`src/rtl/pipe_pkg.sv`:
```
// rtl/pipe_pkg.sv - shared bus widths, zip field offsets and load size codes for the pipeline stages
package pipe_pkg;

    localparam int ES2MS_BUS_W = 150;
    localparam int RF_ZIP_W    = 39;
    localparam int MEM_ZIP_W   = 5;

    // es2ms_bus / ms2ws_bus: {vaddr, csr_zip, except_zip, pc}
    localparam int BUS_PC_LO    = 0;
    localparam int BUS_EXC_LO   = 32;
    localparam int BUS_EXC_W    = 7;
    localparam int BUS_CSR_LO   = 39;
    localparam int BUS_VADDR_LO = 118;

    // rf zip: {csr_re, rf_we, rf_waddr, rf_wdata}
    localparam int RF_WDATA_LO   = 0;
    localparam int RF_WADDR_LO   = 32;
    localparam int RF_WE_BIT     = 37;
    localparam int RF_CSR_RE_BIT = 38;

    // mem zip: {mem_req, is_load, ld_unsigned, ld_size}
    localparam int MEM_SIZE_LO  = 0;
    localparam int MEM_UNS_BIT  = 2;
    localparam int MEM_LOAD_BIT = 3;
    localparam int MEM_REQ_BIT  = 4;

    localparam logic [1:0] LD_SIZE_B = 2'b00;
    localparam logic [1:0] LD_SIZE_H = 2'b01;
    localparam logic [1:0] LD_SIZE_W = 2'b10;

    // except_zip bit 0 is ertn, bits 6:1 are the exception causes
    localparam int EXC_ERTN_BIT  = 0;
    localparam int EXC_FIRST_BIT = 1;
    localparam int EXC_LAST_BIT  = 6;

endpackage

```
`src/rtl/load_align.sv`:
```
// rtl/load_align.sv - combinational load data lane select and sign/zero extension
module load_align
    import pipe_pkg::*;
(
    input  logic [31:0] rdata,
    input  logic [1:0]  addr_lo,
    input  logic [1:0]  size,
    input  logic        uns,
    output logic [31:0] result
);

    logic [7:0]  byte_sel;
    logic [15:0] half_sel;

    // Halfword accesses are naturally aligned, so only addr_lo[1] picks the lane.
    assign byte_sel = 8'(rdata >> {addr_lo, 3'b000});
    assign half_sel = 16'(rdata >> {addr_lo[1], 4'b0000});

    always_comb begin
        result = rdata;
        case (size)
            LD_SIZE_B: result = {{24{~uns & byte_sel[7]}}, byte_sel};
            LD_SIZE_H: result = {{16{~uns & half_sel[15]}}, half_sel};
            LD_SIZE_W: result = rdata;
            default:   result = rdata;
        endcase
    end

endmodule

```
`src/rtl/mem_stage.sv`:
```
// rtl/mem_stage.sv - memory-access pipeline stage: waits for data SRAM responses, aligns loads, drops flushed work
module mem_stage
    import pipe_pkg::*;
(
    input  logic                   clk,
    input  logic                   reset,
    output logic                   ms_allowin,
    input  logic                   es2ms_valid,
    input  logic [ES2MS_BUS_W-1:0] es2ms_bus,
    input  logic [RF_ZIP_W-1:0]    es_rf_zip,
    input  logic [MEM_ZIP_W-1:0]   es_mem_zip,
    input  logic                   data_sram_data_ok,
    input  logic [31:0]            data_sram_rdata,
    input  logic                   ws_allowin,
    output logic                   ms2ws_valid,
    output logic [ES2MS_BUS_W-1:0] ms2ws_bus,
    output logic [RF_ZIP_W-1:0]    ms_rf_zip,
    output logic                   ms_ex,
    input  logic                   ws_ex,
    input  logic                   ertn_flush
);

    logic                   ms_valid_q;
    logic [ES2MS_BUS_W-1:0] bus_q;
    logic [RF_ZIP_W-1:0]    rf_q;
    logic [MEM_ZIP_W-1:0]   mem_q;
    logic                   rdata_buf_valid_q;
    logic [31:0]            rdata_buf_q;
    logic [1:0]             drop_cnt_q;
    logic [1:0]             drop_cnt_d;

    logic        flush;
    logic        ms_mem_req;
    logic        ms_ready_go;
    logic        live_ok;
    logic        handoff;
    logic [31:0] ld_data;
    logic [31:0] ld_result;
    logic [1:0]  drop_inc;
    logic        drop_dec;
    logic [2:0]  drop_sum;

    assign flush       = ws_ex | ertn_flush;
    assign ms_mem_req  = mem_q[MEM_REQ_BIT];
    assign live_ok     = data_sram_data_ok & (drop_cnt_q == 2'd0);
    assign ms_ready_go = ~ms_mem_req | rdata_buf_valid_q | live_ok;
    assign ms_allowin  = ~ms_valid_q | (ms_ready_go & ws_allowin);
    assign ms2ws_valid = ms_valid_q & ms_ready_go;
    assign handoff     = ms2ws_valid & ws_allowin;

    always_ff @(posedge clk) begin
        if (reset) begin
            ms_valid_q <= 1'b0;
        end else if (flush) begin
            ms_valid_q <= 1'b0;
        end else if (ms_allowin) begin
            ms_valid_q <= es2ms_valid;
        end
    end

    always_ff @(posedge clk) begin
        if (reset) begin
            bus_q <= '0;
            rf_q  <= '0;
            mem_q <= '0;
        end else if (es2ms_valid & ms_allowin & ~flush) begin
            bus_q <= es2ms_bus;
            rf_q  <= es_rf_zip;
            mem_q <= es_mem_zip;
        end
    end

    // Holds a response that arrived while write-back was stalled.
    always_ff @(posedge clk) begin
        if (reset) begin
            rdata_buf_valid_q <= 1'b0;
            rdata_buf_q       <= '0;
        end else if (flush | handoff) begin
            rdata_buf_valid_q <= 1'b0;
        end else if (live_ok & ms_valid_q & ms_mem_req & ~rdata_buf_valid_q) begin
            rdata_buf_valid_q <= 1'b1;
            rdata_buf_q       <= data_sram_rdata;
        end
    end

    // Responses still owed to flushed requests: the stalled one in this stage and the one issued from execute.
    always_comb begin
        drop_inc = 2'd0;
        if (flush) begin
            drop_inc = {1'b0, ms_valid_q & ms_mem_req & ~rdata_buf_valid_q & ~data_sram_data_ok}
                     + {1'b0, es2ms_valid & es_mem_zip[MEM_REQ_BIT]};
        end
        drop_dec   = data_sram_data_ok & (drop_cnt_q != 2'd0);
        drop_sum   = {1'b0, drop_cnt_q} + {1'b0, drop_inc} - {2'b00, drop_dec};
        drop_cnt_d = (drop_sum > 3'd2) ? 2'd2 : drop_sum[1:0];
    end

    always_ff @(posedge clk) begin
        if (reset) begin
            drop_cnt_q <= 2'd0;
        end else begin
            drop_cnt_q <= drop_cnt_d;
        end
    end

    assign ld_data = rdata_buf_valid_q ? rdata_buf_q : data_sram_rdata;

    load_align u_load_align (
        .rdata   (ld_data),
        .addr_lo (rf_q[RF_WDATA_LO +: 2]),
        .size    (mem_q[MEM_SIZE_LO +: 2]),
        .uns     (mem_q[MEM_UNS_BIT]),
        .result  (ld_result)
    );

    assign ms2ws_bus = bus_q;
    assign ms_rf_zip = {rf_q[RF_CSR_RE_BIT],
                        rf_q[RF_WE_BIT] & ms_valid_q,
                        rf_q[RF_WADDR_LO +: 5],
                        mem_q[MEM_LOAD_BIT] ? ld_result : rf_q[RF_WDATA_LO +: 32]};
    assign ms_ex     = ms_valid_q & (|bus_q[BUS_EXC_LO +: BUS_EXC_W]);

endmodule

```
`config.mk`:
```
export PLATFORM = sky130hd
export DESIGN_NAME = mem_stage
export DESIGN_NICKNAME = d
export VERILOG_FILES = /design/src/rtl/pipe_pkg.sv /design/src/rtl/load_align.sv /design/src/rtl/mem_stage.sv
export SDC_FILE = /design/constraint.sdc
export NUM_CORES = 1
export LEC_CHECK = 0
export ABC_AREA = 1
export CORE_ASPECT_RATIO = 1.75
export CORE_MARGIN = 10
export CORE_UTILIZATION = 43
export CTS_CLUSTER_SIZE = 25
export DETAILED_ROUTE_END_ITERATION = 8
export PLACE_DENSITY = 0.81
export REMOVE_ABC_BUFFERS = 1
export SYNTH_ARGS = -nofsm -noshare
export SYNTH_HDL_FRONTEND = slang
export SYNTH_SLANG_ARGS = --single-unit
```
`constraint.sdc`:
```
create_clock -name clk -period 2.7 [get_ports clk]
set_input_delay 0.405 -clock clk [delete_from_list [all_inputs] [get_ports clk]]
set_output_delay 0.405 -clock clk [all_outputs]
set_load 0.02 [all_outputs]
```
==> results.yml <==
run_status:
  status: "complete, no violations"
logic_synthesis:
  synth-warning-count: 0
  synth_cell_types: 28
  ys_seq_area_share_pct: 46.4
  synthCells: 1444
  synth-seq-cells: 230
  syn_area_per_cell_um2: 6.87
  synth_edf_count: 0
  syn_area_um2: 9920
  synth_area_leaders: "dfxtp_1 46%, nor2_1 18%, o21ai_0 11%"
  ys_async_sr_fraction_pct: 0
  synth_top_area_cell: "dfxtp_1"
  yosys.area.top_type_share_pct: 46.4
  synthFlopType: "dfxtp_1"
  synth.most_common_cell: "nor2_1"
  ys_top_cells_by_count: "464 x nor2_1, 230 x dfxtp_1, 217 x o21ai_0"
min_path:
  hp-class: "reg2reg"
  worstHoldStart: "rf_q[21]"
timing:
  min_period_over_period_pct: 96.5
  worst_pin_slew_ps: 431
  fin_ws_ps: 94.2
  rsz0062_at_grt: "true"
  clock-skew-final_ps: 7.51
  finalCriticalPeriod_ps: 2610
  slew_violations: 0
  whs_ps: 477
  relSlewSlack_pct: 71.2
  setup_violations: 0
  fmax_mhz: 384
  hold_viol: 0
floorplanning:
  design.portCount: 425
  die_h_um: 221
  core_area_um2: 22700
  start_util_pct: 43.6
  rows: 73
  dieArea_um2: 29800
  die_w_um: 135
finish:
  final_cells: 2150
  finalInstanceArea_um2: 15100
  area_growth_pct: 52.5
  fin_nets: 2063
  drive_above_1_share_pct: 7.06
placed_design:
  place_ws_ps: -69.3
  hpwl_mm: 30.1
  place.gp.congestion: 0.948
  dpl_cell_area_um2: 14400
  portBuffers: 424
  dp_cells: 2100
worst_setup_path:
  cp-startpoint: "rdata_buf_valid_q"
  start_kind: "register"
  worstReg2RegStart: "rdata_buf_valid_q"
  crit_type: "reg2out"
  crit_fanout: 18
  critPathCaptureType: "output pin"
  worstPathArrival_ps: 2200
  crit_required_ps: 2300
routing:
  drc: 0
  dr.first_iter.drc_count: 716
  dr.pass1.iters: 5
  viasPerCell: 5.05
  detail-route-antenna-nets: 0
  wl_mm: 39.6
  wire_per_inst_um: 18.4
  vias: 10900
cts:
  cts_buffers: 23
  hold_buffers: 0
  cts_tree: "done"
  root_buffer: "clkbuf_16"
  h-tree-depth: 1
  clock_latency_ps: 500
  clkTransAtPathRegs_ps: 70
  cts.sinks: 230
  clock_path_buffers: 3
  postCtsSetupBuffers: 0
grt:
  grt_pass1_wl_mm: 60.5
  antenna_found_initial: 7
  grt_pass1_vias: 10600
  grt_usage_pct: 25.4
  grt_max_degree: 64
  grt_overflow: 0
pwr:
  leakage_nw: 6.30
  vdd_drop_max_uv: 533
  power_density_nw_per_um2: 564
flow_run:
  drv_cap: 0
[what timing repair did]
action | CTS | global route
endpoints found under the setup margin | 32 | 26
gates resized for setup | 59 | 27
hold endpoints to repair | 0 | 0
[critical path, stage by stage (launching register included)]
cell	delay, ps
dfxtp_2	340
inv_2	80
buf_12	160
nand2_1	90
nand3_1	70
nand3_1	80
nand2_1	100
nand3_2	120
buf_12	180
nand2_1	60
nand2_1	50
nand2_1	50
clkdlybuf4s15_1	300
[path summary, 6_finish.rpt]
kind	endpoint	slack [ps]	cells past startpoint
worst max-delay path	ms_rf_zip[8]	90	12
worst min-delay path	rf_q[21]	480	2
worst max register to register	drop_cnt_q[0]	130	15
worst min register to register	rf_q[21]	480	2
[final cells by class]
class / instances / area, µm²
flip-flops and latches: 230 / 4610
well taps: 300 / 375
fillers: 1963 / 7620
inverters: 63 / 244
diodes: 9 / 22.5
clock buffers: 28 / 624
clock inverters: 13 / 129
repair buffers: 462 / 4570
multi-input cells: 1045 / 4550
[power by group]
part           internal [W]  leakage (nW)  switching (W)
Sequential          0.00356          1.88      0.0000924
Combinational      0.000813          4.06       0.000864
Clock               0.00184         0.364        0.00137
[flip-flops by register name, indices dropped and copies added, names as in the netlist]
signal	cells
drop_cnt_q	2
mem_q	5
ms2ws_bus	150
ms_valid_q	1
rdata_buf_q	32
rdata_buf_valid_q	1
rf_q	39
[through the flow]
stage	power (W)	utilization (%)	TNS (ps)
after floorplan	0.00450	-	-448320
after global placement	0.00540	63.5	-961
after detailed placement	0.00543	63.5	-986
after CTS	0.00862	66.8	0
after global routing	0.00891	66.5	-239
final	0.00854	66.5	0
[cell families (layout without fill, tap and decap cells)]
family,Yosys count,after routing,synth area share [%]
adder cells (fa/ha/maj),5,5,0.707
AO/OA/AOI/OAI,278,278,14.2
AND/OR/NAND/NOR,760,760,30.6
other,0,9,0
flip-flops,230,230,46.4
multiplexers,2,2,0.202
buffers and inverters,169,566,7.87
[metal layers]
layer,global-route usage (%),wire [µm]
met1,26.1,13700
met4,11.2,1550
met5,0,0
met3,7.60,3560
met2,45.6,20700
[cell usage in the layout (no fill, tap or decap), drive strengths merged, types with 34 or more instances in the layout]
cell / synthesis / final
inv: 63 / 63
nand3: 50 / 50
a21oi: 55 / 55
clkbuf: 43 / 48
o21ai: 217 / 217
nor2: 464 / 464
nand2: 192 / 192
dfxtp: 230 / 230
nor3: 34 / 34
clkdlybuf4s50: 0 / 392
buf: 63 / 39
(Power assumes the default switching activity.)
